--- src/rtl/freq_calc_pkg.sv ---
// Shared types and constants for the frequency calculator.
// Both Multiplier and Freq use the same packed layout. Each 32-bit word holds
// two 16-bit halves, and each half is {whole[8:0], hundredths[6:0]}.
// No ports: this file is a package.
package freq_calc_pkg;

    localparam int WHOLE_W        = 9;
    localparam int DEC_W          = 7;
    localparam int MAX_HUNDREDTHS = 51199;

    typedef struct packed {
        logic [WHOLE_W-1:0] whole;
        logic [DEC_W-1:0]   dec;
    } half_t;

    // 511.99, the largest value a half can represent
    localparam half_t SAT_HALF = 16'hFFE3;

    typedef enum logic [2:0] {IDLE, LOAD, DIV_LO, DIV_HI, PACK} fc_state_t;

    // Split a value in hundredths into whole and hundredths fields.
    // The caller guarantees q <= MAX_HUNDREDTHS.
    function automatic half_t to_half(input logic [15:0] q);
        half_t h;
        h.whole = WHOLE_W'(q / 16'd100);
        h.dec   = DEC_W'(q % 16'd100);
        return h;
    endfunction

endpackage

--- src/rtl/seq_divider.sv ---
// Fixed-latency restoring divider. It produces one quotient bit per enabled
// clock.
// Ports: Clk, Reset (sync, active-high), En (freeze when low),
//        Go   (start; the first step uses Num on this same edge),
//        Num/Den (operands), Quo (quotient, held after completion),
//        Done (one-cycle pulse after the W-th step; held while En is low).
// Go may be asserted in the Done cycle to start back-to-back divisions.
module seq_divider #(
    parameter int W = 32
) (
    input  logic         Clk,
    input  logic         Reset,
    input  logic         En,
    input  logic         Go,
    input  logic [W-1:0] Num,
    input  logic [W-1:0] Den,
    output logic [W-1:0] Quo,
    output logic         Done
);

    localparam int CW = $clog2(W + 1);

    logic [W-1:0]  rem, rem_in, quo_in, rem_nx, quo_nx;
    logic [W:0]    trial;
    logic [CW-1:0] cnt;

    // One restoring step. Quo doubles as the shift register for the dividend.
    always_comb begin
        rem_in = Go ? '0  : rem;
        quo_in = Go ? Num : Quo;
        trial  = {rem_in, quo_in[W-1]} - {1'b0, Den};
        if (!trial[W]) begin
            rem_nx = trial[W-1:0];
            quo_nx = {quo_in[W-2:0], 1'b1};
        end else begin
            rem_nx = {rem_in[W-2:0], quo_in[W-1]};
            quo_nx = {quo_in[W-2:0], 1'b0};
        end
    end

    always_ff @(posedge Clk) begin
        if (Reset) begin
            rem  <= '0;
            Quo  <= '0;
            cnt  <= '0;
            Done <= 1'b0;
        end else if (En) begin
            Done <= 1'b0;
            if (Go) begin
                rem  <= rem_nx;
                Quo  <= quo_nx;
                cnt  <= CW'(W - 1);
                Done <= (W == 1);
            end else if (cnt != '0) begin
                rem  <= rem_nx;
                Quo  <= quo_nx;
                cnt  <= cnt - 1'b1;
                Done <= (cnt == CW'(1));
            end
        end
    end

endmodule

--- src/rtl/frequency_calculator.sv ---
// Converts a packed ADPLL multiplier word back into the output frequency it
// produces. The result uses the same two-half packed MHz format:
//   freq_h = M_h * 100 * C_CRYSTAL / Ratio_Crystal  (in hundredths of MHz).
// Latency is a fixed 66 clocks from the Start edge to the Done edge. One
// shared sequential divider is used, first for the low half and then for the
// high half.
// Ports: Clk, Reset (sync, active-high), En (freeze when low), Start,
//        Ratio_Crystal (hundredths), Multiplier (packed), Freq (packed),
//        Busy, Done (pulse), Sat, Err (valid with Done, held until Start).
// Build option: define FREQ_CALC_ROUND_EN for round-half-up. By default the
// division truncates.
module frequency_calculator
    import freq_calc_pkg::*;
#(
    parameter int C_CRYSTAL = 50,
    parameter int DIV_W     = 32
) (
    input  logic        Clk,
    input  logic        Reset,
    input  logic        En,
    input  logic        Start,
    input  logic [31:0] Ratio_Crystal,
    input  logic [31:0] Multiplier,
    output logic [31:0] Freq,
    output logic        Busy,
    output logic        Done,
    output logic        Sat,
    output logic        Err
);

    fc_state_t        state, state_nx;
    logic [31:0]      ratio_r, mult_r;
    logic [DIV_W-1:0] num_lo, num_hi, div_num, div_den, div_quo, q_lo;
    logic             div_go, div_done, ratio_zero, dec_err, sat_lo, sat_hi;
    half_t            in_lo, in_hi, out_lo, out_hi;

    // Scaled numerator for one half. Out-of-range hundredths are clamped to 99.
    function automatic logic [DIV_W-1:0] scaled(input half_t h);
        logic [DIV_W-1:0] dec, m;
        dec = (h.dec > DEC_W'(99)) ? DIV_W'(99) : DIV_W'(h.dec);
        m   = DIV_W'(h.whole) * DIV_W'(100) + dec;
        return m * DIV_W'(100 * C_CRYSTAL);
    endfunction

    assign in_lo      = half_t'(mult_r[15:0]);
    assign in_hi      = half_t'(mult_r[31:16]);
    assign ratio_zero = (ratio_r == '0);
    assign dec_err    = (in_lo.dec > DEC_W'(99)) || (in_hi.dec > DEC_W'(99));
    assign div_den    = DIV_W'(ratio_r);
    assign Busy       = (state != IDLE);

    always_comb begin
        num_lo = scaled(in_lo);
        num_hi = scaled(in_hi);
`ifdef FREQ_CALC_ROUND_EN
        num_lo = num_lo + DIV_W'(ratio_r >> 1);
        num_hi = num_hi + DIV_W'(ratio_r >> 1);
`endif
    end

    // The divider takes its first step on the Go edge. LOAD therefore issues
    // Go, and the high half is issued in the same cycle that the low result
    // becomes valid. This keeps the Start-to-Done latency at exactly 66 clocks.
    always_comb begin
        state_nx = state;
        div_go   = 1'b0;
        div_num  = num_hi;
        unique case (state)
            IDLE:   if (Start) state_nx = LOAD;
            LOAD: begin
                div_go   = 1'b1;
                div_num  = num_lo;
                state_nx = DIV_LO;
            end
            DIV_LO: if (div_done) begin
                div_go   = 1'b1;
                state_nx = DIV_HI;
            end
            DIV_HI: if (div_done) state_nx = PACK;
            PACK:   state_nx = IDLE;
            default: state_nx = IDLE;
        endcase
    end

    always_ff @(posedge Clk) begin
        if (Reset)   state <= IDLE;
        else if (En) state <= state_nx;
    end

    seq_divider #(.W(DIV_W)) u_div (
        .Clk  (Clk),
        .Reset(Reset),
        .En   (En),
        .Go   (div_go),
        .Num  (div_num),
        .Den  (div_den),
        .Quo  (div_quo),
        .Done (div_done)
    );

    // In PACK the divider still holds the high-half quotient.
    always_comb begin
        sat_lo = (q_lo    > DIV_W'(MAX_HUNDREDTHS));
        sat_hi = (div_quo > DIV_W'(MAX_HUNDREDTHS));
        out_lo = (ratio_zero || sat_lo) ? SAT_HALF : to_half(q_lo[15:0]);
        out_hi = (ratio_zero || sat_hi) ? SAT_HALF : to_half(div_quo[15:0]);
    end

    always_ff @(posedge Clk) begin
        if (Reset) begin
            ratio_r <= '0;
            mult_r  <= '0;
            q_lo    <= '0;
            Freq    <= '0;
            Done    <= 1'b0;
            Sat     <= 1'b0;
            Err     <= 1'b0;
        end else begin
            Done <= 1'b0;
            if (En) begin
                unique case (state)
                    IDLE: if (Start) begin
                        ratio_r <= Ratio_Crystal;
                        mult_r  <= Multiplier;
                        Sat     <= 1'b0;
                        Err     <= 1'b0;
                    end
                    LOAD:   Err <= ratio_zero || dec_err;
                    DIV_LO: if (div_done) q_lo <= div_quo;
                    PACK: begin
                        Freq <= {out_hi, out_lo};
                        Sat  <= sat_lo || sat_hi || ratio_zero;
                        Done <= 1'b1;
                    end
                    default: ;
                endcase
            end
        end
    end

endmodule
--- config.mk ---
export PLATFORM = sky130hd
export DESIGN_NAME = frequency_calculator
export DESIGN_NICKNAME = d
export VERILOG_FILES = /design/src/rtl/freq_calc_pkg.sv /design/src/rtl/seq_divider.sv /design/src/rtl/frequency_calculator.sv
export SDC_FILE = /design/constraint.sdc
export NUM_CORES = 1
export LEC_CHECK = 0
export ABC_AREA = 0
export CORE_ASPECT_RATIO = 0.8
export CORE_MARGIN = 8
export CORE_UTILIZATION = 60
export DETAILED_ROUTE_END_ITERATION = 10
export DONT_BUFFER_PORTS = 1
export GPL_ROUTABILITY_DRIVEN = 0
export PLACE_DENSITY = 0.78
export SYNTH_ARGS = -nofsm -noshare
export SYNTH_HDL_FRONTEND = slang
export SYNTH_SLANG_ARGS = --single-unit
export TNS_END_PERCENT = 100
--- constraint.sdc ---
create_clock -name Clk -period 15 [get_ports Clk]
set_input_delay 3 -clock Clk [delete_from_list [all_inputs] [get_ports Clk]]
set_output_delay 3 -clock Clk [all_outputs]
set_load 0.05 [all_outputs]
==> results.py <==
metrics = {
    "clock_network": {
        "cts.sinks": 205,
        "root_buffer": "clkbuf_16",
        "worstSkewPairLatency_ns": 0.55,
        "htreeDepth": 1,
        "path_clk_slew_ns": 0.06,
        "cts_setup_buffers": 0,
        "ctsResizeCount": 0,
        "cts_buffer_depth": 3,
        "cts_tree": "yes",
        "cts_hold_buf": 0,
        "cts_buffers": 24,
    },
    "power": {
        "pwr-share-clk": 0.126,
        "p_sw_w": 0.00232,
        "p_int_w": 0.00207,
        "power_frac_seq": 0.155,
        "finalPower_w": 0.00439,
        "swShare": 0.529,
        "comb_power_share": 0.719,
        "p_per_area_nw_per_um2": 194,
        "leakage_nw": 10.3,
        "irDropWorstVdd_uv": 354,
    },
    "routing": {
        "dr.first_iter.drc_count": 1721,
        "routed_wl_um": 57100,
        "drtAntennaViolNets": 0,
        "firstDrtPassIters": 6,
        "dr_total_vias": 19800,
        "drc": 0,
        "wl_per_cell_um": 17.6,
        "vias_per_cell": 6.13,
    },
    "setup_path": {
        "crit_top_cell": "inv_1",
        "critPathRequiredTime_ns": 15.43,
        "crit_path_end_kind": "flop",
        "reg2reg_to": "u_div.Quo[30]",
        "reg2reg_slack_ns": 6.38,
        "critical_path.slowest_cell": "a2111oi_0",
        "max_stage_delay_ns": 0.58,
        "worstSetupPathType": "reg2reg",
        "startpoint_type": "flop",
        "worstPathArrival_ns": 9.05,
        "reg2reg_depth": 34,
        "path_max_fanout": 5,
        "worstSetupStartpoint": "mult_r[25]",
        "rr_startpoint": "mult_r[25]",
        "endpoint": "u_div.Quo[30]",
    },
    "die": {
        "die_w_um": 229,
        "die_y_um": 187,
        "core-area_sq_um": 35800,
        "num_io_pins": 104,
        "die_area_sq_um": 42800,
        "start_util": 0.609,
        "rows": 62,
    },
    "worst_hold_path": {
        "hp-class": "reg2reg",
    },
    "grt": {
        "grt_overflow": 0,
        "antenna_found_initial": 0,
        "grt_max_degree": 153,
        "grt_pass1_vias": 18900,
        "grt_util_all_layers": 0.251,
        "grt_pass1_wl_um": 92900,
    },
    "outcome": {
        "status": "complete, no violations",
    },
    "synthesis": {
        "synth_area_sq_um": 21800,
        "synthCells": 2840,
        "synth_ff_type": "dfxtp_1",
        "synthArstFlopShare": 0,
        "syn_nets": 3249,
        "synth_warnings": 0,
        "syn_area_per_cell_sq_um": 7.68,
        "synth_edf_count": 0,
        "seq_area_frac_synth": 0.188,
        "ys_ff_latch": 205,
        "synth.distinct_cells": 120,
    },
    "cells_and_area": {
        "fin_nets": 3150,
        "syn_to_final_growth_pct": 3.85,
        "diodes": 0,
        "drive_above_1_share": 0.0537,
        "layout_commonest_cell": "inv_1",
        "fin_area_sq_um": 22700,
        "final_cell_mix": "387 x inv_1, 378 x nand2_1, 254 x ha_1, 248 x a21oi_1, 205 x dfxtp_1",
        "fill_cells": 3087,
    },
    "timing": {
        "fin_skew_ns": 0.0170,
        "hold_viol": 0,
        "fmax_mhz": 116,
        "tns_ns": 0,
        "tightest_slew_ns": 1.18,
        "post-route-period-util": 0.574,
        "setup_viol": 0,
        "min_period_ns": 8.62,
        "slew_headroom": 0.211,
        "final_max_slew_viol_count": 0,
        "timing.final.ws_setup_ns": 6.38,
        "rsz0062_at_grt": "false",
    },
    "placement": {
        "place_worst_setup_slack_ns": 6.51,
        "place_area_sq_um": 21900,
        "port_buffers": 0,
        "place_hpwl_um": 43500,
    },
    "run": {
        "maxCapViolations": 0,
    },
}
==> state kept, by name, indices dropped and copies added (netlist names) <==
signal,flops
Done,1
div_den,32
Sat,1
Err,1
q_lo,32
u_div.cnt,6
u_div.Done,1
state,3
u_div.Quo,32
Freq,32
mult_r,32
u_div.rem,32
==> worst min path at each step <==
stage                       start             to  slack [ns]  depth (start not counted)
finish              u_div.rem[15]  u_div.rem[15]        0.45                          2
detailed placement  u_div.rem[15]  u_div.rem[15]        0.43                          2
floorplan           u_div.rem[15]  u_div.rem[15]        0.42                          2
global route             q_lo[21]       q_lo[21]        0.48                          2
CTS                 u_div.rem[15]  u_div.rem[15]        0.45                          2
global placement    u_div.rem[20]  u_div.rem[20]        0.43                          2
==> cell families after synthesis <==
family	count (synthesis)	share of synthesized area
XOR/XNOR	121	0.0500
flip-flops	205	0.188
AND/OR/NAND/NOR	842	0.184
buffers and inverters	532	0.0954
AO/OA/AOI/OAI	772	0.243
multiplexers	27	0.0135
adder cells (fa/ha/maj)	341	0.226
==> per-stage QoR <==
step	util	hold WS, ns	cells
2_1_floorplan	-	0.417	2840
3_3_place_gp	0.612	0.428	3195
3_5_place_dp	0.612	0.435	3195
4_1_cts	0.632	0.449	3234
5_1_grt	0.632	0.476	3234
6_report	0.632	0.447	3234
==> worst max-delay path: cells and delay by family, from the launching register on <==
kind | cells | cell delay (ns)
AND/OR/NAND/NOR | 1 | 0.37
XOR/XNOR | 3 | 0.87
flip-flops | 1 | 0.34
buffers and inverters | 7 | 0.41
adder cells (fa/ha/maj) | 10 | 3.79
AO/OA/AOI/OAI | 13 | 2.70
==> per-layer routing <==
layer,part of all wire,vias up,track usage
li1,-,9668,-
met5,0,-,0
met1,0.45,9370,0.344
met4,0.025,0,0.0634
met3,0.068,101,0.0350
met2,0.45,677,0.413
==> power by group through the flow <==
stage,Sequential (W),Combinational [W],Clock [W]
after global routing,0.000688,0.00349,0.000580
after floorplan,0.000638,0.00252,0
after CTS,0.000677,0.00309,0.000564
after detailed placement,0.000689,0.00306,0
final,0.000680,0.00316,0.000552
after global placement,0.000684,0.00294,0
==> synthesized netlist by cell type (11+ instances only) <==
cell      instances  area share
o21a_1           12      0.0041
nand3_1          58       0.013
o21ai_0         106       0.024
o211ai_1         45       0.015
nor4_1           25      0.0072
o21bai_1         35       0.012
and3_1           43       0.012
nand2_1         378       0.065
nor2b_1          17      0.0049
inv_1           387       0.067
a21o_1           41       0.014
a21oi_1         248       0.057
xnor2_1          81       0.033
or3_1            29      0.0083
nand2b_1         13      0.0037
clkbuf_1        108       0.019
o22ai_1          12      0.0034
a211o_1          12      0.0048
nor2_1          124       0.021
buf_2            14      0.0032
a31oi_1          26      0.0075
mux2i_1          21      0.0096
ha_1            254        0.15
xor2_1           36       0.014
a311oi_1         11      0.0044
dfxtp_1         205        0.19
fa_1             87       0.080
and2_1           24      0.0069
nand4_1          34      0.0097
o31ai_1          12      0.0041
o21ai_1          20      0.0046
nor3_1           38      0.0087
a211oi_1         27      0.0093
==> cell type report <==
cell class	instances	area (sq um)	share of cell area
Clock buffer	29	639	0.0282
Multi-Input combinational cell	2103	15600	0.691
Inverter	390	1460	0.0646
Tap cell	480	601	0.0265
Timing Repair Buffer	17	128	0.00563
Sequential cell	205	4100	0.181
Clock inverter	10	75.1	0.00331
No activity file was read; power rests on OpenSTA's default activity.
